<file path="config.mk">
export PLATFORM = sky130hd
export DESIGN_NAME = link_ctrl_flat
export DESIGN_NICKNAME = d
export VERILOG_FILES = /design/src/rtl/link_if.sv /design/src/rtl/link_ctrl.sv /design/src/flat_wrapper.sv
export SDC_FILE = /design/constraint.sdc
export NUM_CORES = 1
export LEC_CHECK = 0
export BUFFER_PORTS_ARGS = -buffer_cell sky130_fd_sc_hd__buf_2
export CAP_MARGIN = 20
export CORE_AREA = 2 2 257 259
export DETAILED_ROUTE_END_ITERATION = 6
export DIE_AREA = 0 0 259 261
export PLACE_DENSITY = 0.41
export SLEW_MARGIN = 40
export SYNTH_ARGS = -nofsm -noshare
export SYNTH_HDL_FRONTEND = slang
export SYNTH_SLANG_ARGS = --single-unit
</file>
<file path="constraint.sdc">
create_clock -name clk_in -period 2.02 [get_ports clk_in]
set_clock_uncertainty 0.05 [all_clocks]
set_input_delay 0.101 -clock clk_in [delete_from_list [all_inputs] [get_ports clk_in]]
set_output_delay 0.101 -clock clk_in [all_outputs]
set_load 0.01 [all_outputs]
</file>
<file path="src/rtl/link_if.sv">
`default_nettype none
// ==== link_if : handshake/bus bundle between link_ctrl and its environment -- rev 1.0 ====
interface link_if #(
  parameter int BOARD_W = 162
);
  logic               move_commit;
  logic               manual_req;
  logic [BOARD_W-1:0] board_in;
  logic               tx_busy;
  logic               rx_ready;
  logic [BOARD_W-1:0] rx_data;
  logic               tx_trigger;
  logic [BOARD_W-1:0] tx_data;
  logic               rx_fwd;
  logic [BOARD_W-1:0] rx_fwd_data;
  logic               link_ok;
  logic               link_fail;
  logic               busy;
  logic [1:0]         retry_cnt;

  modport master (
    output move_commit, manual_req, board_in, tx_busy, rx_ready, rx_data,
    input  tx_trigger, tx_data, rx_fwd, rx_fwd_data, link_ok, link_fail, busy, retry_cnt
  );

  modport slave (
    input  move_commit, manual_req, board_in, tx_busy, rx_ready, rx_data,
    output tx_trigger, tx_data, rx_fwd, rx_fwd_data, link_ok, link_fail, busy, retry_cnt
  );
endinterface
`default_nettype wire

</file>
<file path="src/rtl/link_ctrl.sv">
`default_nettype none
// ==== link_ctrl : board-link sequencer/arbiter; echo/ack/retry enabled by LINK_RETRY_EN -- rev 1.0 ====
module link_ctrl #(
  parameter int BOARD_W        = 162,
  parameter int TIMEOUT_CYCLES = 6_500_000,
  parameter int MAX_RETRY      = 3,
  parameter int TX_START_GUARD = 16
) (
  input  logic  clk_in,
  input  logic  rst_in_n,
  link_if.slave bus
);
  localparam int GUARD_W = $clog2(TX_START_GUARD + 1);

`ifdef LINK_RETRY_EN
  localparam int TMR_W = $clog2(TIMEOUT_CYCLES + 1);
  typedef enum logic [1:0] {S_IDLE = 2'd0, S_LOAD = 2'd1, S_SEND = 2'd2, S_WAIT_ACK = 2'd3} state_t;
`else
  typedef enum logic [1:0] {S_IDLE = 2'd0, S_LOAD = 2'd1, S_SEND = 2'd2} state_t;
`endif

  state_t state, state_nx;

  logic               manual_q;
  logic               req_local;
  logic               local_pend;
  logic               seen_busy;
  logic [GUARD_W-1:0] guard_cnt;
  logic               tx_trigger_q;
  logic [BOARD_W-1:0] tx_q;
  logic               rx_fwd_q;
  logic [BOARD_W-1:0] rx_fwd_data_q;
  logic               link_ok_q;

  logic grant_local;
  logic send_done;
  logic fwd_now;
  logic ok_now;

`ifdef LINK_RETRY_EN
  logic               echo_pend;
  logic [BOARD_W-1:0] echo_buf;
  logic               is_echo;
  logic [TMR_W-1:0]   ack_tmr;
  logic [1:0]         retry_q;
  logic               link_fail_q;
  logic               grant_echo;
  logic               fail_now;
  logic               retry_now;
`else
  logic unused_cfg;
  assign unused_cfg = (TIMEOUT_CYCLES > 0) ^ (MAX_RETRY > 0);
`endif

  assign req_local = bus.move_commit | (bus.manual_req & ~manual_q);

  // Frame counts as sent once tx_busy has risen and fallen, or never rose within the guard window.
  always_comb begin
    send_done = 1'b0;
    if (state == S_SEND) begin
      if (seen_busy)
        send_done = !bus.tx_busy;
      else
        send_done = !bus.tx_busy && (guard_cnt == GUARD_W'(TX_START_GUARD - 1));
    end
  end

  always_comb begin
    state_nx    = state;
    grant_local = 1'b0;
    ok_now      = 1'b0;
    fwd_now     = bus.rx_ready;
`ifdef LINK_RETRY_EN
    grant_echo  = 1'b0;
    fail_now    = 1'b0;
    retry_now   = 1'b0;
`endif
    case (state)
      S_IDLE: begin
`ifdef LINK_RETRY_EN
        if (echo_pend) begin
          grant_echo = 1'b1;
          state_nx   = S_LOAD;
        end else
`endif
        if (local_pend) begin
          grant_local = 1'b1;
          state_nx    = S_LOAD;
        end
      end
      S_LOAD: state_nx = S_SEND;
      S_SEND: begin
        if (send_done) begin
`ifdef LINK_RETRY_EN
          state_nx = is_echo ? S_IDLE : S_WAIT_ACK;
`else
          ok_now   = 1'b1;
          state_nx = S_IDLE;
`endif
        end
      end
`ifdef LINK_RETRY_EN
      S_WAIT_ACK: begin
        if (bus.rx_ready && (bus.rx_data == tx_q)) begin
          ok_now   = 1'b1;
          fwd_now  = 1'b0;
          state_nx = S_IDLE;
        end else if (ack_tmr == TMR_W'(TIMEOUT_CYCLES - 1)) begin
          if (int'(retry_q) < MAX_RETRY) begin
            retry_now = 1'b1;
            state_nx  = S_LOAD;
          end else begin
            fail_now = 1'b1;
            state_nx = S_IDLE;
          end
        end
      end
`endif
      default: state_nx = S_IDLE;
    endcase
  end

  always_ff @(posedge clk_in or negedge rst_in_n) begin
    if (!rst_in_n)
      state <= S_IDLE;
    else
      state <= state_nx;
  end

  always_ff @(posedge clk_in or negedge rst_in_n) begin
    if (!rst_in_n) begin
      manual_q      <= 1'b0;
      local_pend    <= 1'b0;
      seen_busy     <= 1'b0;
      guard_cnt     <= '0;
      tx_trigger_q  <= 1'b0;
      tx_q          <= '0;
      rx_fwd_q      <= 1'b0;
      rx_fwd_data_q <= '0;
      link_ok_q     <= 1'b0;
    end else begin
      manual_q     <= bus.manual_req;
      // A new request wins over a same-cycle grant so it is never lost.
      local_pend   <= (local_pend & ~grant_local) | req_local;
      tx_trigger_q <= (state == S_LOAD);
      rx_fwd_q     <= fwd_now;
      link_ok_q    <= ok_now;
      if (fwd_now)
        rx_fwd_data_q <= bus.rx_data;
      if (state == S_LOAD) begin
`ifdef LINK_RETRY_EN
        tx_q <= is_echo ? echo_buf : bus.board_in;
`else
        tx_q <= bus.board_in;
`endif
        seen_busy <= 1'b0;
        guard_cnt <= '0;
      end else if (state == S_SEND) begin
        if (bus.tx_busy)
          seen_busy <= 1'b1;
        if (!seen_busy && !bus.tx_busy)
          guard_cnt <= guard_cnt + 1'b1;
      end
    end
  end

`ifdef LINK_RETRY_EN
  always_ff @(posedge clk_in or negedge rst_in_n) begin
    if (!rst_in_n) begin
      echo_pend   <= 1'b0;
      echo_buf    <= '0;
      is_echo     <= 1'b0;
      ack_tmr     <= '0;
      retry_q     <= 2'd0;
      link_fail_q <= 1'b0;
    end else begin
      echo_pend   <= (echo_pend & ~grant_echo) | fwd_now;
      link_fail_q <= fail_now;
      if (fwd_now)
        echo_buf <= bus.rx_data;
      if (grant_echo)
        is_echo <= 1'b1;
      else if (grant_local)
        is_echo <= 1'b0;
      if (state != S_WAIT_ACK)
        ack_tmr <= '0;
      else
        ack_tmr <= ack_tmr + 1'b1;
      if (retry_now)
        retry_q <= retry_q + 2'd1;
      else if (ok_now || fail_now)
        retry_q <= 2'd0;
    end
  end

  assign bus.link_fail = link_fail_q;
  assign bus.retry_cnt = retry_q;
`else
  assign bus.link_fail = 1'b0;
  assign bus.retry_cnt = 2'd0;
`endif

  assign bus.tx_trigger  = tx_trigger_q;
  assign bus.tx_data     = tx_q;
  assign bus.rx_fwd      = rx_fwd_q;
  assign bus.rx_fwd_data = rx_fwd_data_q;
  assign bus.link_ok     = link_ok_q;
  assign bus.busy        = (state != S_IDLE);

endmodule
`default_nettype wire

</file>
<file path="src/flat_wrapper.sv">
// flat-port wrapper written by rule: the top's interface ports become plain ports
module link_ctrl_flat 
#(
  parameter int BOARD_W        = 162,
  parameter int TIMEOUT_CYCLES = 6_500_000,
  parameter int MAX_RETRY      = 3,
  parameter int TX_START_GUARD = 16
)
  (clk_in, rst_in_n, bus_move_commit, bus_manual_req, bus_board_in, bus_tx_busy, bus_rx_ready, bus_rx_data, bus_tx_trigger, bus_tx_data, bus_rx_fwd, bus_rx_fwd_data, bus_link_ok, bus_link_fail, bus_busy, bus_retry_cnt);
  link_if #(.BOARD_W(BOARD_W)) bus_i ();
  input  logic clk_in;
  input  logic rst_in_n;
  input wire logic [$bits(bus_i.move_commit)-1:0] bus_move_commit;
  input wire logic [$bits(bus_i.manual_req)-1:0] bus_manual_req;
  input wire logic [$bits(bus_i.board_in)-1:0] bus_board_in;
  input wire logic [$bits(bus_i.tx_busy)-1:0] bus_tx_busy;
  input wire logic [$bits(bus_i.rx_ready)-1:0] bus_rx_ready;
  input wire logic [$bits(bus_i.rx_data)-1:0] bus_rx_data;
  output wire logic [$bits(bus_i.tx_trigger)-1:0] bus_tx_trigger;
  output wire logic [$bits(bus_i.tx_data)-1:0] bus_tx_data;
  output wire logic [$bits(bus_i.rx_fwd)-1:0] bus_rx_fwd;
  output wire logic [$bits(bus_i.rx_fwd_data)-1:0] bus_rx_fwd_data;
  output wire logic [$bits(bus_i.link_ok)-1:0] bus_link_ok;
  output wire logic [$bits(bus_i.link_fail)-1:0] bus_link_fail;
  output wire logic [$bits(bus_i.busy)-1:0] bus_busy;
  output wire logic [$bits(bus_i.retry_cnt)-1:0] bus_retry_cnt;
  assign bus_i.move_commit = bus_move_commit;
  assign bus_i.manual_req = bus_manual_req;
  assign bus_i.board_in = bus_board_in;
  assign bus_i.tx_busy = bus_tx_busy;
  assign bus_i.rx_ready = bus_rx_ready;
  assign bus_i.rx_data = bus_rx_data;
  assign bus_tx_trigger = bus_i.tx_trigger;
  assign bus_tx_data = bus_i.tx_data;
  assign bus_rx_fwd = bus_i.rx_fwd;
  assign bus_rx_fwd_data = bus_i.rx_fwd_data;
  assign bus_link_ok = bus_i.link_ok;
  assign bus_link_fail = bus_i.link_fail;
  assign bus_busy = bus_i.busy;
  assign bus_retry_cnt = bus_i.retry_cnt;
  link_ctrl #(.BOARD_W(BOARD_W), .TIMEOUT_CYCLES(TIMEOUT_CYCLES), .MAX_RETRY(MAX_RETRY), .TX_START_GUARD(TX_START_GUARD)) u_core (.clk_in(clk_in), .rst_in_n(rst_in_n), .bus(bus_i));
endmodule
</file>
# Yosys cells after proc, flatten, opt, wreduce, memory -nomap -nowiden
# Index checks and enable logic that the tools add are counted.
# totals
output_inout_bits	331
in_bits	330
register_bits	337
# op_classes
muxes	15
reduce_logical	12
n_bitwise	6
n_eq_ne	5
add_sub_neg	1
# op_table
operator	count
5-bit 2-to-1 mux	3
1-bit 2-to-1 mux	9
2-bit nonzero test	4
2-bit one-hot mux with 3 select lines	1
2-bit AND reduction	3
5-bit by 1-bit adder with 5-bit output, second input constant	1
5-bit by 4-bit equality test with 1-bit output, second input constant	1
2-bit 2-to-1 mux	2
2-bit by 1-bit inequality test with 1-bit output, second input constant	2
1-bit AND	2
2-bit by 1-bit equality test with 1-bit output, second input constant	1
2-bit equality test, second input constant	1
1-bit logical AND	2
1-bit zero test	2
2-bit zero test	1
1-bit NOT	2
1-bit bitwise OR	2

# Depth between registers and ports, before layout
# Gate-level depths: netlist of the first run.
# depth
word_depth	6
ltp_mapped	8
ltp_nobuf	6

# Worst setup path after synthesis of the first run
# Ideal clock, no wire load.
# synth_path
path_kind	reg-to-reg
startpoint	register u_core.guard_cnt[0]
endpoint	register u_core.state[0]
period_less_slack_ns	1.666
slack_ns	0.354
stages_incl_launch_ff	7
setup_time_ns	0.125
t_arrival_ns	1.492
n_path_buf	0
cell_sequence	dfrtp_1 ha_1 and3_1 ha_1 o21bai_1 a22oi_1 mux2_2
# synth_between
elab_chain_len	6
# synth_lines
element	line_no	rtl
start, declared	link_ctrl.sv:28	logic [GUARD_W-1:0] guard_cnt;
start signal, assigned	link_ctrl.sv:162	guard_cnt <= guard_cnt + 1'b1;
5-bit by 4-bit equality test with 1-bit output	link_ctrl.sv:64	send_done = !bus.tx_busy && (guard_cnt == GUARD_W'(TX_START_GUARD - 1));
1-bit logical AND	link_ctrl.sv:64	
1-bit 2-to-1 mux	link_ctrl.sv:61	if (seen_busy)
1-bit 2-to-1 mux	link_ctrl.sv:60	if (state == S_SEND) begin
2-bit by 1-bit inequality test with 1-bit output (no line)	n/a	
2-bit AND reduction (no line)	n/a	
end signal, assigned	link_ctrl.sv:127	state <= state_nx;
end, declared	link_ctrl.sv:22	state_t state, state_nx;
# Every way passes these cells.
# A chain may end at the register's enable or synchronous reset.

# Worst setup path after layout of the first run
# layout_path
startpoint	register u_core.state[0]
endpoint	register u_core.guard_cnt[3]
# layout_between
elab_chain_len	3
word_cells_on_any_way	6
cone_classes	2 x eq/ne; 1 x mux; 3 x reduce/logical
# layout_lines
element	line_no
2-bit by 1-bit equality test with 1-bit output or 2-bit equality test (tied branches)	link_ctrl.sv:150, link_ctrl.sv:158
2-bit nonzero test (no line)	n/a
2-bit AND reduction (no line)	n/a
# Parallel ways exist; a longest one is shown, timed or not.

==> out/qor.csv, run 1 <==
stage;metric;value;unit
synth;synth_seq_cells;337;
cts;path_clk_slew;60;ps
drt;drtPass1Iterations;4;
cts;clock_latency;540;ps
synth;yosysUniqueCellTypes;26;
synth;synthArstFlopShare;1.000;
cts;cts_root_buf;clkbuf_16;
grt;grt-ovfl-total;0;
worst_setup_path;path_class;reg -> reg;
drt;wirelength;42030;um
drt;drtIter0Drc;283;
cells_and_area;fin_nets;2122;
sta;period_share;0.9231;
cts;cts.htree.levels;2;
grt;grt_usage;0.1186;
worst_setup_path;r2r_slack;160;ps
floorplan;fp.dieH;261;um
drt;viasPerCell;3.802;
floorplan;core_area;65040;um^2
place;hpwl;30770;um
sta;rsz0062_at_grt;false;
worst_setup_path;critPathRequiredTime;2390;ps
cts;postCtsResizedCells;0;
synth;yosysSeqAreaShare;0.6680;
power;power_density;1174;nW/um^2
worst_setup_path;critPathSlowestCell;or3b_4;
cts;clock-sinks;337;
synth;syn_area;12620;um^2
worst_setup_path;ff2ff_path_depth;5;
drt;routedWlPerCell;15.70;um
sta;slew_violations;0;
cts;cts_tree;done;
power;vdd_drop_max;0.0006883;V
worst_setup_path;cp_data_arrival_time;2240;ps
status;status;complete, no violations;
synth;synth_most_common_cell;dfrtp_1;
drt;antenna_left;0;
sta;setup_tns;0;ps
worst_setup_path;regToRegStartpoint;u_core.state[0];
grt;grt_pass1_wl;63220;um
sta;hold_viol_final;0;
synth;yosysTopAreaCellShare;0.6680;
synth;yosysWarnings;0;
floorplan;dieArea;67600;um^2
synth;yosys.area.top_type;dfrtp_1;
power;p_total;25.72;mW
synth;netlist_instances;745;
cts;cts_buffers;41;
floorplan;core.rowCount;94;
floorplan;die_x;259;um
drt;post-route-drc-count;0;
power;p_leak;10.21;nW
cts;cts_buffer_depth;3;
sta;setup_viol;0;
floorplan;ioPinCount;661;
cells_and_area;diodes;0;
worst_setup_path;endpoint_kind;register;
place;gp_congestion;0.7842;
synth;synth_area_per_cell;16.95;um^2
cells_and_area;layout-drive-gt1-share;0.5905;
synth;synth_area_leaders;dfrtp_1 (67%), mux2_2 (29%), buf_2 (1.1%), buf_4 (0.71%), ha_1 (0.59%);
floorplan;initial_utilization;0.1941;
grt;antenna_found_initial;0;
worst_setup_path;cp_max_fo;9;
cells_and_area;synthToLayoutAreaGrowth;73.54;%
sta;fmax;536.3;MHz
cts;post_cts_buffers;0;
drt;vias;10170;
worst_setup_path;cpPeakStageDelay;450;ps
grt;grt_max_degree;62;
synth;synth_edf_count;0;
sta;period_needed;1865;ps
run;cap_viol_max_count;0;
hold_path;hold_class;in -> async;
synth;synthTopCellsByCount;dfrtp_1 (337), mux2_2 (326), buf_2 (28);
grt;grt_pass1_vias;11240;
worst_setup_path;timing.rr.end;u_core.guard_cnt[3];
worst_setup_path;crit_chain;inv_1 -> ha_1 -> or3b_4 -> o211ai_1 -> o41ai_1;
worst_setup_path;startpoint_type;register;
place;port-buffer-count;657;
synth;synth_ff_type;dfrtp_1;
[logic make-up after synthesis]
group,after synthesis,share of synthesized area
AOI/OAI and AO/OA,15,0.008723
adders and majority gates,6,0.005946
buffers and inverters,47,0.02032
other,1,0.0002970
DFF,337,0.6680
muxes,326,0.2908
and+or+nand+nor,13,0.005946
[worst max-delay path, delay by kind of cell (launching register included)]
kind | cells | cell delay, ps
fa+ha+maj | 1 | 440
simple gates | 1 | 450
compound gates | 2 | 280
flops | 1 | 410
buf+inv | 1 | 110
[layout by cell type, fill, tap and decap left out]
| cell | count |
|---|---|
| o21bai_1 | 1 |
| ha_1 | 5 |
| nor2_1 | 4 |
| buf_4 | 19 |
| o21ai_0 | 3 |
| a2bb2oi_1 | 1 |
| nor3b_1 | 1 |
| clkinv_2 | 3 |
| o41ai_1 | 1 |
| buf_12 | 9 |
| clkbuf_16 | 43 |
| or3b_4 | 1 |
| o311ai_2 | 1 |
| a21oi_1 | 3 |
| nand2b_1 | 2 |
| a22o_1 | 2 |
| buf_8 | 1 |
| clkbuf_8 | 9 |
| o22ai_1 | 1 |
| conb_1 | 3 |
| a22oi_1 | 1 |
| o211ai_1 | 1 |
| mux2_2 | 326 |
| and3_1 | 1 |
| dfrtp_1 | 337 |
| dlygate4sd3_1 | 351 |
| inv_1 | 7 |
| nand3_1 | 1 |
| buf_6 | 1 |
| clkbuf_1 | 13 |
| nand3b_1 | 1 |
| inv_6 | 1 |
| ha_4 | 1 |
| nand2_1 | 1 |
| buf_2 | 655 |
| or2_1 | 1 |
[sequential cells by signal (all words and copies together) (netlist names)]
name                    cells
u_core.guard_cnt            5
u_core.seen_busy            1
u_core.bus.tx_data        162
u_core.bus.rx_fwd_data    162
u_core.state                2
u_core.local_pend           1
u_core.bus.link_ok          1
u_core.manual_q             1
u_core.bus.rx_fwd           1
u_core.bus.tx_trigger       1
[stage by stage]
| step | util | setup slack (ps) | cells | hold slack [ps] | area, um^2 |
|---|---|---|---|---|---|
| floorplan | - | 353.7 | 747 | -244.6 | 12630 |
| global placement | 0.2633 | 188.7 | 2256 | -11.77 | 17120 |
| detailed placement | 0.2633 | 167.9 | 2256 | -2.607 | 17120 |
| CTS | 0.3368 | 149.1 | 2676 | 6.512 | 21910 |
| global route | 0.3368 | 25.72 | 2676 | 41.50 | 21910 |
| finish | 0.3368 | 155.4 | 2676 | 42.88 | 21910 |
[how the worst max path moves through the flow]
stage,from,cells after the start,endpoint
finish,u_core.state[0],5,u_core.guard_cnt[3]
CTS,u_core.state[0],5,u_core.guard_cnt[3]
floorplan,u_core.guard_cnt[0],6,u_core.state[0]
global placement,u_core.state[0],5,u_core.guard_cnt[3]
detailed placement,u_core.state[0],5,u_core.guard_cnt[3]
global route,u_core.state[0],5,u_core.guard_cnt[3]
[final cells by class]
class | count | area, um^2
clock buffer | 65 | 1249
timing repair buffer | 1036 | 7141
multi-input combinational | 363 | 3955
sequential | 337 | 8433
inverter | 7 | 26.28
tap | 864 | 1081
fill | 6510 | 43130
clock inverter | 4 | 23.77
[report_power, final]
group | switching [mW] | internal, mW | total (mW)
clock | 2.81 | 4.20 | 7.02
combinational | 4.09 | 4.72 | 8.81
sequential | 1.03 | 8.86 | 9.90
total | 7.94 | 17.8 | 25.7
[layer usage]
layer	vias up	track usage	part of all wire
li1	4719	-	-
met2	354	0.2210	0.53
met1	5022	0.1279	0.37
met3	78	0.03291	0.069
met5	-	0	0
met4	0	0.04255	0.030
[repair_timing]
| action | 4_1_cts | 5_1_grt |
|---|---|---|
| setup endpoints to repair | 0 | 0 |
| hold endpoints to repair | 658 | 0 |
| hold buffers | 351 | 0 |
(Power assumes the default switching activity.)
==> run 2: changes to the inputs <==
--- a/config.mk
+++ b/config.mk
@@ -5,12 +5,12 @@
 export SDC_FILE = /design/constraint.sdc
 export NUM_CORES = 1
 export LEC_CHECK = 0
-export BUFFER_PORTS_ARGS = -buffer_cell sky130_fd_sc_hd__buf_2
 export CAP_MARGIN = 20
-export CORE_AREA = 2 2 257 259
+export CORE_AREA = 2 2 259 261
 export DETAILED_ROUTE_END_ITERATION = 6
-export DIE_AREA = 0 0 259 261
-export PLACE_DENSITY = 0.41
+export DIE_AREA = 0 0 261 263
+export DONT_BUFFER_PORTS = 1
+export PLACE_DENSITY = 0.32
 export SLEW_MARGIN = 40
 export SYNTH_ARGS = -nofsm -noshare
 export SYNTH_HDL_FRONTEND = slang
==> run 2 against run 1 <==
Compared with the run above: the run now fails in clock tree synthesis (4_1_cts); synthesized cell count stayed put; synthesized area stayed put.
==> out/qor.csv, run 2 <==
stage;metric;value;unit
place;gp_congestion;0.7554;
cts;cts.htree.levels;2;
synth;synth_area_leaders;dfrtp_1 (67%), mux2_2 (29%), buf_2 (1.1%), buf_4 (0.71%), ha_1 (0.59%);
floorplan;initial_utilization;0.1924;
cts;postCtsResizedCells;0;
cts;post_cts_buffers;0;
status;status;stopped before the end;
synth;synth_seq_cells;337;
synth;synth_edf_count;0;
synth;yosysSeqAreaShare;0.6680;
floorplan;die_x;261;um
synth;synth_area_per_cell;16.95;um^2
synth;synthTopCellsByCount;dfrtp_1 (337), mux2_2 (326), buf_2 (28);
status;haltStage;clock tree synthesis (4_1_cts);
synth;yosysWarnings;0;
synth;synth_ff_type;dfrtp_1;
synth;yosys.area.top_type;dfrtp_1;
synth;netlist_instances;745;
place;hpwl;26450;um
cts;cts_buffers;40;
cts;clock-sinks;337;
synth;synthArstFlopShare;1.000;
floorplan;fp.dieH;263;um
synth;synth_most_common_cell;dfrtp_1;
cts;hold_buffers;331;
synth;syn_area;12620;um^2
synth;yosysTopAreaCellShare;0.6680;
synth;yosysUniqueCellTypes;26;
cts;cts_root_buf;clkbuf_16;
place;port-buffer-count;0;
cts;cts_buffer_depth;3;
floorplan;ioPinCount;661;
floorplan;core.rowCount;94;
status;error;[ERROR RSZ-0060] Max buffer count reached.;
run 2: cell counts after synthesis:
Identical to the previous run, type by type.
run 2: through the flow:
| stage | hold slack, ps | std cells | area [um^2] | worst slack [ps] |
|---|---|---|---|---|
| after floorplan | -244.6 | 747 | 12630 | 353.7 |
| after global placement | -237.2 | 1575 | 13560 | 237.9 |
| after detailed placement | -235.3 | 1575 | 13560 | 209.3 |
run 2: logic make-up after synthesis:
group / share of synthesized area
flip-flops: 0.6680
multiplexers: 0.2908
buffers and inverters: 0.02032
AO/OA/AOI/OAI: 0.008723
AND/OR/NAND/NOR: 0.005946
adder cells (fa/ha/maj): 0.005946
other: 0.0002970
==> run 3: changes to the inputs <==
--- a/config.mk
+++ b/config.mk
@@ -6,11 +6,11 @@
 export NUM_CORES = 1
 export LEC_CHECK = 0
 export CAP_MARGIN = 20
-export CORE_AREA = 2 2 259 261
+export CORE_AREA = 2 2 257 259
 export DETAILED_ROUTE_END_ITERATION = 6
-export DIE_AREA = 0 0 261 263
+export DIE_AREA = 0 0 259 261
 export DONT_BUFFER_PORTS = 1
-export PLACE_DENSITY = 0.32
+export PLACE_DENSITY_LB_ADDON = 0.15
 export SLEW_MARGIN = 40
 export SYNTH_ARGS = -nofsm -noshare
 export SYNTH_HDL_FRONTEND = slang
==> run 3 against run 2 <==
Compared with the run above: the flow again stops in clock tree synthesis (4_1_cts); synthesized cell count unchanged; synthesized area unchanged.
==> out/qor.csv, run 3 <==
stage;metric;value;unit
status;status;stopped before the end;
status;haltStage;clock tree synthesis (4_1_cts);
status;error;[ERROR RSZ-0060] Max buffer count reached.;
cts;cts_buffers;41;
cts;clock-sinks;337;
floorplan;initial_utilization;0.1941;
synth;yosysUniqueCellTypes;26;
floorplan;fp.dieH;261;um
cts;cts_buffer_depth;3;
synth;syn_area;12620;um^2
cts;postCtsResizedCells;0;
place;placed_area;13570;um^2
place;gp_congestion;0.7245;
cts;post_cts_buffers;0;
synth;synth_most_common_cell;dfrtp_1;
cts;hold_buffers;330;
synth;synthArstFlopShare;1.000;
floorplan;die_x;259;um
place;hpwl;25130;um
floorplan;ioPinCount;661;
synth;synth_seq_cells;337;
floorplan;core.rowCount;94;
synth;yosysTopAreaCellShare;0.6680;
synth;synth_edf_count;0;
synth;synthTopCellsByCount;dfrtp_1 (337), mux2_2 (326), buf_2 (28);
synth;yosysWarnings;0;
synth;netlist_instances;745;
synth;yosys.area.top_type;dfrtp_1;
cts;cts.htree.levels;2;
synth;yosysSeqAreaShare;0.6680;
synth;synth_area_per_cell;16.95;um^2
synth;synth_ff_type;dfrtp_1;
cts;cts_root_buf;clkbuf_16;
synth;synth_area_leaders;dfrtp_1 (67%), mux2_2 (29%), buf_2 (1.1%), buf_4 (0.71%), ha_1 (0.59%);
place;port-buffer-count;0;
==> run 3: cell counts after synthesis <==
No cell type changed its count.
==> run 3: cell families after synthesis <==
| logic type | synth area share |
|---|---|
| flops | 0.6680 |
| mux | 0.2908 |
| buf+inv | 0.02032 |
| compound gates | 0.008723 |
| simple gates | 0.005946 |
| fa+ha+maj | 0.005946 |
| other cells | 0.0002970 |
==> run 3: metrics by stage <==
stage                     hold WS, ps  std cells  setup WS [ps]  utilization
after detailed placement       -237.4       1576          214.1       0.2086
after global placement         -237.4       1576          234.3       0.2086
after floorplan                -244.6        747          353.7            -
